==> src/rtl/rotator64_ctrl.sv <==
// Sequencer for the 64-point twiddle rotator between two FFT stages: drives ED/START so sample k
// meets W64^k, tracks samples through the rotator latency and hands them downstream with flush.
`timescale 1ns/1ps
module rotator64_ctrl #(
  parameter int N   = 64,
  parameter int LAT = 3,
  parameter int FW  = 16
) (
  input  logic          clk_i,
  input  logic          rst_ni,
  input  logic          in_valid_i,
  output logic          in_ready_o,
  input  logic          flush_i,
  output logic          rot_ed_o,
  output logic          rot_start_o,
  output logic          out_valid_o,
  output logic          out_first_o,
  input  logic          out_ready_i,
  output logic          busy_o,
  output logic [FW-1:0] frames_o
);
  localparam int CW = $clog2(N);
  localparam logic [CW-1:0] CNT_LAST = CW'(N - 1);

  localparam logic [1:0] IDLE  = 2'd0;
  localparam logic [1:0] ARM   = 2'd1;
  localparam logic [1:0] RUN   = 2'd2;
  localparam logic [1:0] DRAIN = 2'd3;

  logic [1:0]     state_q, state_d;
  logic [CW-1:0]  cnt_q, cnt_d;
  logic [LAT-1:0] vpipe_q, vpipe_d;
  logic [LAT-1:0] fpipe_q, fpipe_d;
  logic [FW-1:0]  frames_q, frames_d;

  logic stall;
  logic in_ready;
  logic accept;
  logic ed;
  logic start;

  // A stalled output freezes the whole rotator, including the input side.
  assign stall    = vpipe_q[LAT-1] && !out_ready_i;
  assign in_ready = (state_q == RUN) && !stall;
  assign accept   = in_ready && in_valid_i;

  always_comb begin
    state_d  = state_q;
    cnt_d    = cnt_q;
    frames_d = frames_q;
    ed       = 1'b0;
    start    = 1'b0;
    case (state_q)
      IDLE: begin
        if (in_valid_i) begin
          state_d = ARM;
        end
      end
      ARM: begin
        ed    = !stall;
        start = !stall;
        if (!stall) begin
          state_d = RUN;
          cnt_d   = '0;
        end
      end
      RUN: begin
        ed = accept;
        if (accept) begin
          cnt_d = cnt_q + 1'b1;
          // Last sample restarts the twiddle address so the next frame needs no bubble.
          if (cnt_q == CNT_LAST) begin
            start    = 1'b1;
            frames_d = frames_q + 1'b1;
          end
        end else if (flush_i && !in_valid_i && (cnt_q == '0)) begin
          state_d = DRAIN;
        end
      end
      DRAIN: begin
        ed = !stall && (|vpipe_q);
        if (vpipe_q == '0) begin
          state_d = IDLE;
        end
      end
      default: begin
        state_d = IDLE;
      end
    endcase
  end

  always_comb begin
    vpipe_d = vpipe_q;
    fpipe_d = fpipe_q;
    if (ed) begin
      vpipe_d = {vpipe_q[LAT-2:0], accept};
      fpipe_d = {fpipe_q[LAT-2:0], accept && (cnt_q == '0)};
    end
  end

  always_ff @(posedge clk_i or negedge rst_ni) begin
    if (!rst_ni) begin
      state_q  <= IDLE;
      cnt_q    <= '0;
      vpipe_q  <= '0;
      fpipe_q  <= '0;
      frames_q <= '0;
    end else begin
      state_q  <= state_d;
      cnt_q    <= cnt_d;
      vpipe_q  <= vpipe_d;
      fpipe_q  <= fpipe_d;
      frames_q <= frames_d;
    end
  end

  assign in_ready_o  = in_ready;
  assign rot_ed_o    = ed;
  assign rot_start_o = start;
  assign out_valid_o = vpipe_q[LAT-1];
  assign out_first_o = fpipe_q[LAT-1];
  assign busy_o      = (state_q != IDLE) || (|vpipe_q);
  assign frames_o    = frames_q;

endmodule

==> config.mk <==
export PLATFORM = sky130hd
export DESIGN_NAME = rotator64_ctrl
export DESIGN_NICKNAME = d
export VERILOG_FILES = /design/src/rtl/rotator64_ctrl.sv
export SDC_FILE = /design/constraint.sdc
export NUM_CORES = 1
export LEC_CHECK = 0
export CELL_PAD_IN_SITES_DETAIL_PLACEMENT = 0
export CELL_PAD_IN_SITES_GLOBAL_PLACEMENT = 1
export CORE_ASPECT_RATIO = 0.6
export CORE_MARGIN = 2
export CORE_UTILIZATION = 41
export DETAILED_ROUTE_END_ITERATION = 7
export GPL_TIMING_DRIVEN = 0
export PLACE_DENSITY = 0.88
export SLEW_MARGIN = 10
export SYNTH_ARGS = -nofsm -noshare
export SYNTH_HDL_FRONTEND = slang
export SYNTH_SLANG_ARGS = --single-unit
==> constraint.sdc <==
create_clock -name clk_i -period 2.6 [get_ports clk_i]
set_input_delay 0.26 -clock clk_i [delete_from_list [all_inputs] [get_ports clk_i]]
set_output_delay 0.26 -clock clk_i [all_outputs]
set_load 0.02 [all_outputs]
* After elaboration in Yosys (flattened, before gate mapping)
Cells that the tools add are included.
** Storage, ports and cells
- Bits in registers :: 30
- Input bits :: 5
- Word-level logic and storage cells :: 50
** Operators by class
- Add/sub/neg operators :: 2
- Equality and inequality tests :: 10
- Muxes and demuxes :: 13
- Reduce and logical (&&, ||, !) cells :: 20
** Operators by type and width (count)
- $add 16x1->16 const B :: 1
- $mux 6 :: 2
- $pmux 6 s2 :: 1
- $mux 2 :: 5
- $ne 2x2->1 const B :: 5
- $pmux 2 s4 :: 1
- $logic_and 1x1->1 :: 7
- $add 6x1->6 const B :: 1
- $eq 6x6->1 const B :: 1
- $logic_not 6->1 :: 1
- $reduce_and 3->1 :: 2
- $reduce_and 5->1 :: 1
- $eq 2x2->1 const B :: 2
- $reduce_bool 2->1 :: 2
- $logic_not 1->1 :: 3
- $logic_not 3->1 :: 1
- $pmux 1 s3 :: 1
- $reduce_or 3->1 :: 1
- $eq 2x1->1 const B :: 1
- $logic_not 2->1 :: 1
- $mux 1 :: 2
- $ne 2x1->1 const B :: 1
- $pmux 1 s2 :: 1
- $logic_or 1x1->1 :: 1

* Longest topological paths before layout
Gate-level depths: netlist of the first run.
- Depth after elaboration :: 7
- Mapped depth :: 8
- Mapped depth without buffers :: 7

* Worst setup path before layout of the first run
OpenSTA, ideal clock, no wires.
- Path type :: register to output
- From :: reg state_q[0]
- To :: out rot_start_o
- Arrival :: 1.973 ns
- Required time :: 2.340 ns
- Setup slack :: 0.367 ns
- Cell stages (with the launch flop) :: 8
- Cells stage by stage :: dfrtp_1 inv_1 ha_1 buf_6 nand2_4 or4_4 buf_6 a21boi_0
** Between the ends
- Longest elaborated chain between the ends :: 5
- Elaborated cells between the ends (all ways) :: 6
** Ends and longest elaborated chain
- from (decl) :: RTL line 30 : logic [1:0] state_q, state_d;
- from (signal assigned) :: RTL line 109 : state_q <= state_d;
- $eq 2x2->1 :: RTL line 44, 53
- $logic_and 1x1->1 :: RTL line 44 : assign in_ready = (state_q == RUN) && !stall;
- $logic_and 1x1->1 :: RTL line 45 : assign accept = in_ready && in_valid_i;
- $mux 1 :: RTL line 69 : if (accept) begin
- $pmux 1 s2 * :: RTL line 53 : case (state_q)
- to (decl) :: RTL line 15 : output logic rot_start_o,
Mark *: on every way between the ends. The rest lies on a longest branch, timed or not.

* Final worst setup path of the first run
Ends and elaborated chain as after synthesis.

==> results.md, run 1 <==
- Status: completed
- Endpoints failing hold: 0
- Setup TNS Final: 0 ns
- First-pass GRT wire length: approximately 6 mm
- YS warnings: 0
- Number of global-route vias before repair: 1233
- DIE WIDTH: about 84 µm
- Filler instances: 328
- H-tree levels: 2
- GRT met1 Usage: between 20 and 25%
- Non-Filler Instances: about 230
- Final worst path period share: 95.6%
- Total CTS buffers: 5
- Gpl congestion: between 0.8 and 0.9
- Syn Area/Cell: between 10 and 15 µm²
- Ys flop type: dfrtp_1
- Inserted Diodes: 0
- Placement Cell Area: 1900 µm²
- CTS root buffer: clkbuf_8
- CTS Sinks: 30
- Hold WS: 0.00912 ns
- # Post-CTS Setup Buffers: 0
- DR vias: 1230
- Met3 usage: under 10%
- Final setup margin: between 0.1 and 0.15 ns
- Flop-to-flop setup slack: 0.37 ns
- # setup viols final: 0
- Dominant cells by area after synthesis: dfrtp_1 47%, xnor2_1 6.6%, ha_1 6.3%, mux2_2 4.3%, nand3_1 3.2%
- Proportion of netlist area held by the largest area contributor: 47.3%
- Number of flops mapped to enable cells by yosys: 0
- Max clock buf depth: 2
- Core Region: 3680 µm²
- CTS tree: done
- Share of layout cells above drive strength 1: between 10% and 20%
- Clock transition at path regs: about 0.060 ns
- DR vias/cell: 5.47
- Most common cell in the netlist: dfrtp_1
- Critical Path RT: 2.34 ns
- Max FO, Critical Path: 9
- Total GRT Usage: 17.7%
- Post-route DRC: 0
- Synth top cells by count: 30 x dfrtp_1, 12 x xnor2_1, 10 x nand3_1
- Critical path class: reg2out
- Area of all placed cells without fillers: 2000 µm²
- Fin. max-slew vios: 0
- CTS Hold Bufs: 0
- Multi-input gate area: 805 µm²
- Critical Path Start Type: flop
- HPWL Detailed: 2.67 mm
- Area of the mapped netlist: 1590 µm²
- Max Clock Freq: 0.403 GHz
- Fin nets: 192
- Max-cap violations: 0
- Rel. slew slack: 51.6%
- Total power: approximately 1.7 mW
- DR pass1 iterations: 4
- I/O pin cnt: 27
- Port bufs: 26
- Cell Pwr Density: 845 nW/µm²
- Post-Route Utilization: 54.4%
- Antenna-violating nets left: 0
- Pin count of the biggest net entering global routing: 31
- Dpl ws: -0.123 ns
- Min Tclk post-route: roughly 2.5 ns
- Max IR drop VDD: 0.591 mV
- Clk_skew: 0.00598 ns
- Net Count, Synth: around 160
- P_leak: 0.908 nW
- Sequential cell area: approximately 750 µm²
- Register bit total from synthesis: 30
- Area Growth Syn to Fin: 26.2%
- GRT busiest layer: met2
- Distinct cells, synth: 38
- Synthesized instance count: 146
- Routed WL: 3.55 mm
- Die height: 52.2 µm
- Worst Path Arrival: 2.22 ns
- Placed cells: 219
- Area leader, netlist: dfrtp_1
- Worst hold path type: in2async
- Starting Density: a little over two fifths
- First DRT Iteration DRCs: 63
- CP Capture Type: output pin
- Met2 Use GR: a little over a quarter
- Fraction of registers with async set/reset: 100%
- RSZ-0062 raised after global routing: false
- Worst slew pin tran: 0.720 ns
- # rows: 17
- DIE AREA: 4400 µm²
- Later-pin clock latency in the skew report: 0.28 ns
- Drt wl/cell: roughly 16 µm
- Register area share after synthesis: a little under half
- Total global routing overflow: 0
- Initial antenna violation count: 0
## kinds of logic (layout without fill, tap and decap cells)
| family | after synthesis | after routing | synth area share, % |
|---|---|---|---|
| AND/OR/NAND/NOR | 61 | 61 | 21.9 |
| flip-flops | 30 | 30 | 47.3 |
| XOR/XNOR | 17 | 17 | 9.38 |
| AO/OA/AOI/OAI | 14 | 14 | 6.86 |
| buffers and inverters | 9 | 41 | 3.31 |
| adder cells (fa/ha/maj) | 8 | 8 | 6.31 |
| multiplexers | 7 | 7 | 4.89 |
## power breakdown
| part | total (mW) | switching (mW) | leakage, nW | internal (mW) |
|---|---|---|---|---|
| registers | 0.600 | 0.0632 | 0.407 | 0.537 |
| clock network | 0.370 | 0.166 | 0.0431 | 0.204 |
| logic | 0.722 | 0.388 | 0.458 | 0.333 |
## cell type report
cell class                 instances  share of cell area [%]
inverter                           6                    1.13
timing repair buffer              26                    12.6
buffer                             3                    1.50
tap                               47                    2.94
multi-input combinational        107                    40.2
sequential                        30                    37.5
clock buffer                       6                    4.13
## repair_timing
action	CTS	global route
endpoints found under the setup margin	2	2
resized for setup	7	3
endpoints found under the hold margin	0	0
## worst paths after layout
| kind | startpoint | end | cells past startpoint |
|---|---|---|---|
| worst min-delay path | rst_ni | cnt_q[5] | 1 |
| worst max register to register | state_q[0] | frames_o[14] | 8 |
| min in group clk_i | frames_o[15] | frames_o[15] | 1 |
| max in group asynchronous | rst_ni | frames_o[5] | 1 |
| worst min register to register | frames_o[15] | frames_o[15] | 1 |
| worst max-delay path | state_q[0] | rot_start_o | 8 |
## flip-flops by register name, summed over array words and instances (netlist names)
name / cells
frames_o: 16
cnt_q: 6
fpipe_q: 3
vpipe_q: 3
state_q: 2
## routing by layer
metal  up-vias  wire (µm)
met3         5        184
met5         -          0
met4         0         45
met1       595       1760
li1        586          -
met2        44       1550
## critical path, cell delays in order, from the launching register on
cell and delay (ns):
dfrtp_1 0.42, inv_1 0.11, ha_1 0.17, buf_6 0.15
nand2_4 0.09, or4_4 0.52, buf_6 0.15, a21boi_0 0.14
buf_2 0.18
## layout by cell type (no fill, tap or decap), drive strengths merged, types with 3 or more instances in the layout
cell and count:
buf 5, inv 6, nor2 8, a22o 3
nand3 10, nor3 6, mux2 6, dfrtp 30
nor4 7, nand2b 3, xnor2 12, clkdlybuf4s50 23
clkbuf 6, ha 8, nand2 10, xor2 5
nand4 4
No activity file was read; power rests on OpenSTA's default activity.
==> run 2, diff against run 1 <==
- clock period: 2.6 -> 2.3 ns (I/O delays scaled with it)
==> run 2 against run 1 <==
Net effect: total power grew 18%; clock-buffer cell count stayed put; sequential share of layout area down 1.3 points; via count increased by 2.7%; routed wire length rose by 2.8%; design area increased by 3.7%; flip-flop and latch count is the same; hold slack better by 0.46 ns; die area unchanged; non-clock buffer count up 6.
==> results.md, run 2 (same netlist as run 1, synthesis figures left out) <==
- Critical Path Start Type: flop
- Inserted Diodes: 0 (unchanged)
- Worst Path Arrival: 2.03 ns (-0.19 ns)
- Max Clock Freq: 0.442 GHz
- Gpl congestion: 0.810 (unchanged)
- Worst slew pin tran: 0.722 ns (+0.00167 ns)
- DIE AREA: 4400 µm² (unchanged)
- Routed WL: 3.64 mm (+2.8%)
- Switching pwr: 722 µW (+17%)
- Final worst path period share: between 90% and 100%
- Core Region: 3680 µm² (unchanged)
- DIE WIDTH: 84.3 µm (unchanged)
- Clock power share: 20.9% (-1.0 points)
- Worst hold path type: reg2reg
- First DRT Iteration DRCs: 58 (-7.9%)
- Placed cells: 219 (unchanged)
- Initial antenna violation count: 0 (unchanged)
- Flop-to-flop setup slack: 0.08 ns (-0.29 ns)
- Critical Path RT: 2.07 ns (-0.27 ns)
- Rel. slew slack: 51.5% (-0.11 points)
- CTS tree: done
- First-pass GRT wire length: 5.98 mm (+0.47%)
- RSZ-0062 raised after global routing: true
- Number of global-route vias before repair: 1243 (+0.81%)
- Max FFs per register: 16 (unchanged)
- Internal power: 1.27 mW (+19%)
- Status: completed
- Cell Pwr Density: 962 nW/µm² (+14%)
- Starting Density: 43.1% (unchanged)
- Power share of the sequential group: 34.1% (-1.4 points)
- HPWL Detailed: 2.67 mm (unchanged)
- H-tree levels: 2 (unchanged)
- Most frequent cells in the layout: 30 x dfrtp_1, 23 x clkdlybuf4s50_1, 12 x xnor2_1
- I/O pin cnt: 27 (unchanged)
- Critical path class: reg2out
- Drt wl/cell: 15.8 µm (about the same)
- CTS root buffer: clkbuf_8
- Total CTS buffers: 5 (unchanged)
- Share of layout cells above drive strength 1: 18.5% (+5.0 points)
- DR vias/cell: 5.47 (about the same)
- P_leak: 0.930 nW (+2.4%)
- Total power: 2.00 mW (+18%)
- Area of all placed cells without fillers: 2080 µm² (+3.7%)
- Setup TNS Final: 0 ns (unchanged)
- Max IR drop VDD: 0.647 mV (+9.6%)
- DR vias: 1263 (+2.7%)
- Power share of the combinational group: 45.1% (+2.4 points)
- # rows: 17 (unchanged)
- Pin count of the biggest net entering global routing: 31 (unchanged)
- Endpoints failing hold: 0 (unchanged)
- CP Capture Type: output pin
- Net Sw Frac: 36.2% (-0.36 points)
- Antenna-violating nets left: 0 (unchanged)
- Fin. max-slew vios: 0 (unchanged)
- Area Growth Syn to Fin: 30.8%
- Post-route DRC: 0 (unchanged)
- Non-Filler Instances: 231 (+2.7%)
- Max-cap violations: 0 (unchanged)
- Total GRT Usage: 17.8% (+0.071 points)
- # setup viols final: 0 (unchanged)
- Die height: 52.2 µm (unchanged)
- Clock transition at path regs: 0.06 ns (about the same)
- Commonest non-fill, non-tap cell in the layout: dfrtp_1
- Port bufs: 26 (unchanged)
- CTS Sinks: 30 (unchanged)
- Clk_skew: 0.00378 ns (-0.00221 ns)
- Later-pin clock latency in the skew report: 0.28 ns (about the same)
- Max clock buf depth: 2 (unchanged)
- Max FO, Critical Path: 6 (-3)
- DR pass1 iterations: 4 (unchanged)
- Min Tclk post-route: 2.26 ns
- Placement Cell Area: 1900 µm² (unchanged)
- Fin nets: 198 (+3.1%)
- Total global routing overflow: 0 (unchanged)
-- run 2: per-layer routing --
metal	wire length, µm	global-route usage [%]
met5	0	0
met3	162	4.41
met2	1650	27.0
met4	46	8.06
met1	1780	24.4
-- run 2: what timing repair did --
action,4_1_cts,5_1_grt
cloned,0,0
hold buffers,1,0
endpoints found under the setup margin,2,5
setup buffers,0,6
pin swaps,0,1
hold endpoints to repair,29,0
gates resized for setup,13,4
-- run 2: worst paths after layout --
check | startpoint | to | cells past startpoint
hold / removal | frames_o[15] | frames_o[15] | 1
min in group asynchronous | rst_ni | frames_o[7] | 2
setup / recovery | state_q[0] | rot_start_o | 7
hold reg to reg | frames_o[15] | frames_o[15] | 1
setup reg to reg | state_q[0] | frames_o[15] | 8
max in group asynchronous | rst_ni | frames_o[5] | 2
-- run 2: cell type report --
type | instances | area [µm²]
flip-flops and latches | 30 | 751
well taps | 47 | 58.8
plain buffers | 2 | 18.8
clock buffers | 6 | 82.6
repair buffers | 33 | 319
multi-input cells | 107 | 823
fillers | 317 | 1600
inverters | 6 | 22.5
-- run 2: critical path, cell delays in order (launching register included) --
cell and delay, ns:
dfrtp_1 0.42, inv_2 0.09, ha_2 0.17, buf_6 0.12, nand2_4 0.07, or4_4 0.58
a21boi_2 0.14, buf_4 0.14
-- run 2: stage by stage --
stage                     hold WS (ns)  utilization (%)  worst slack [ns]
after floorplan                -0.0656                -            0.0972
after global routing             0.491             56.4           -0.0186
after detailed placement         0.301             51.6            -0.363
final                            0.467             56.4            0.0401
after global placement           0.456             51.8            -0.305
after CTS                        0.467             54.6           -0.0877
-- run 2: power groups by stage --
stage | sequential (mW) | clock [mW] | combinational (mW)
2_1_floorplan | 0.683 | 0 | 0.531
3_3_place_gp | 0.679 | 0 | 0.757
3_5_place_dp | 0.687 | 0 | 0.785
4_1_cts | 0.680 | 0.427 | 0.818
5_1_grt | 0.694 | 0.445 | 0.974
6_report | 0.680 | 0.417 | 0.900
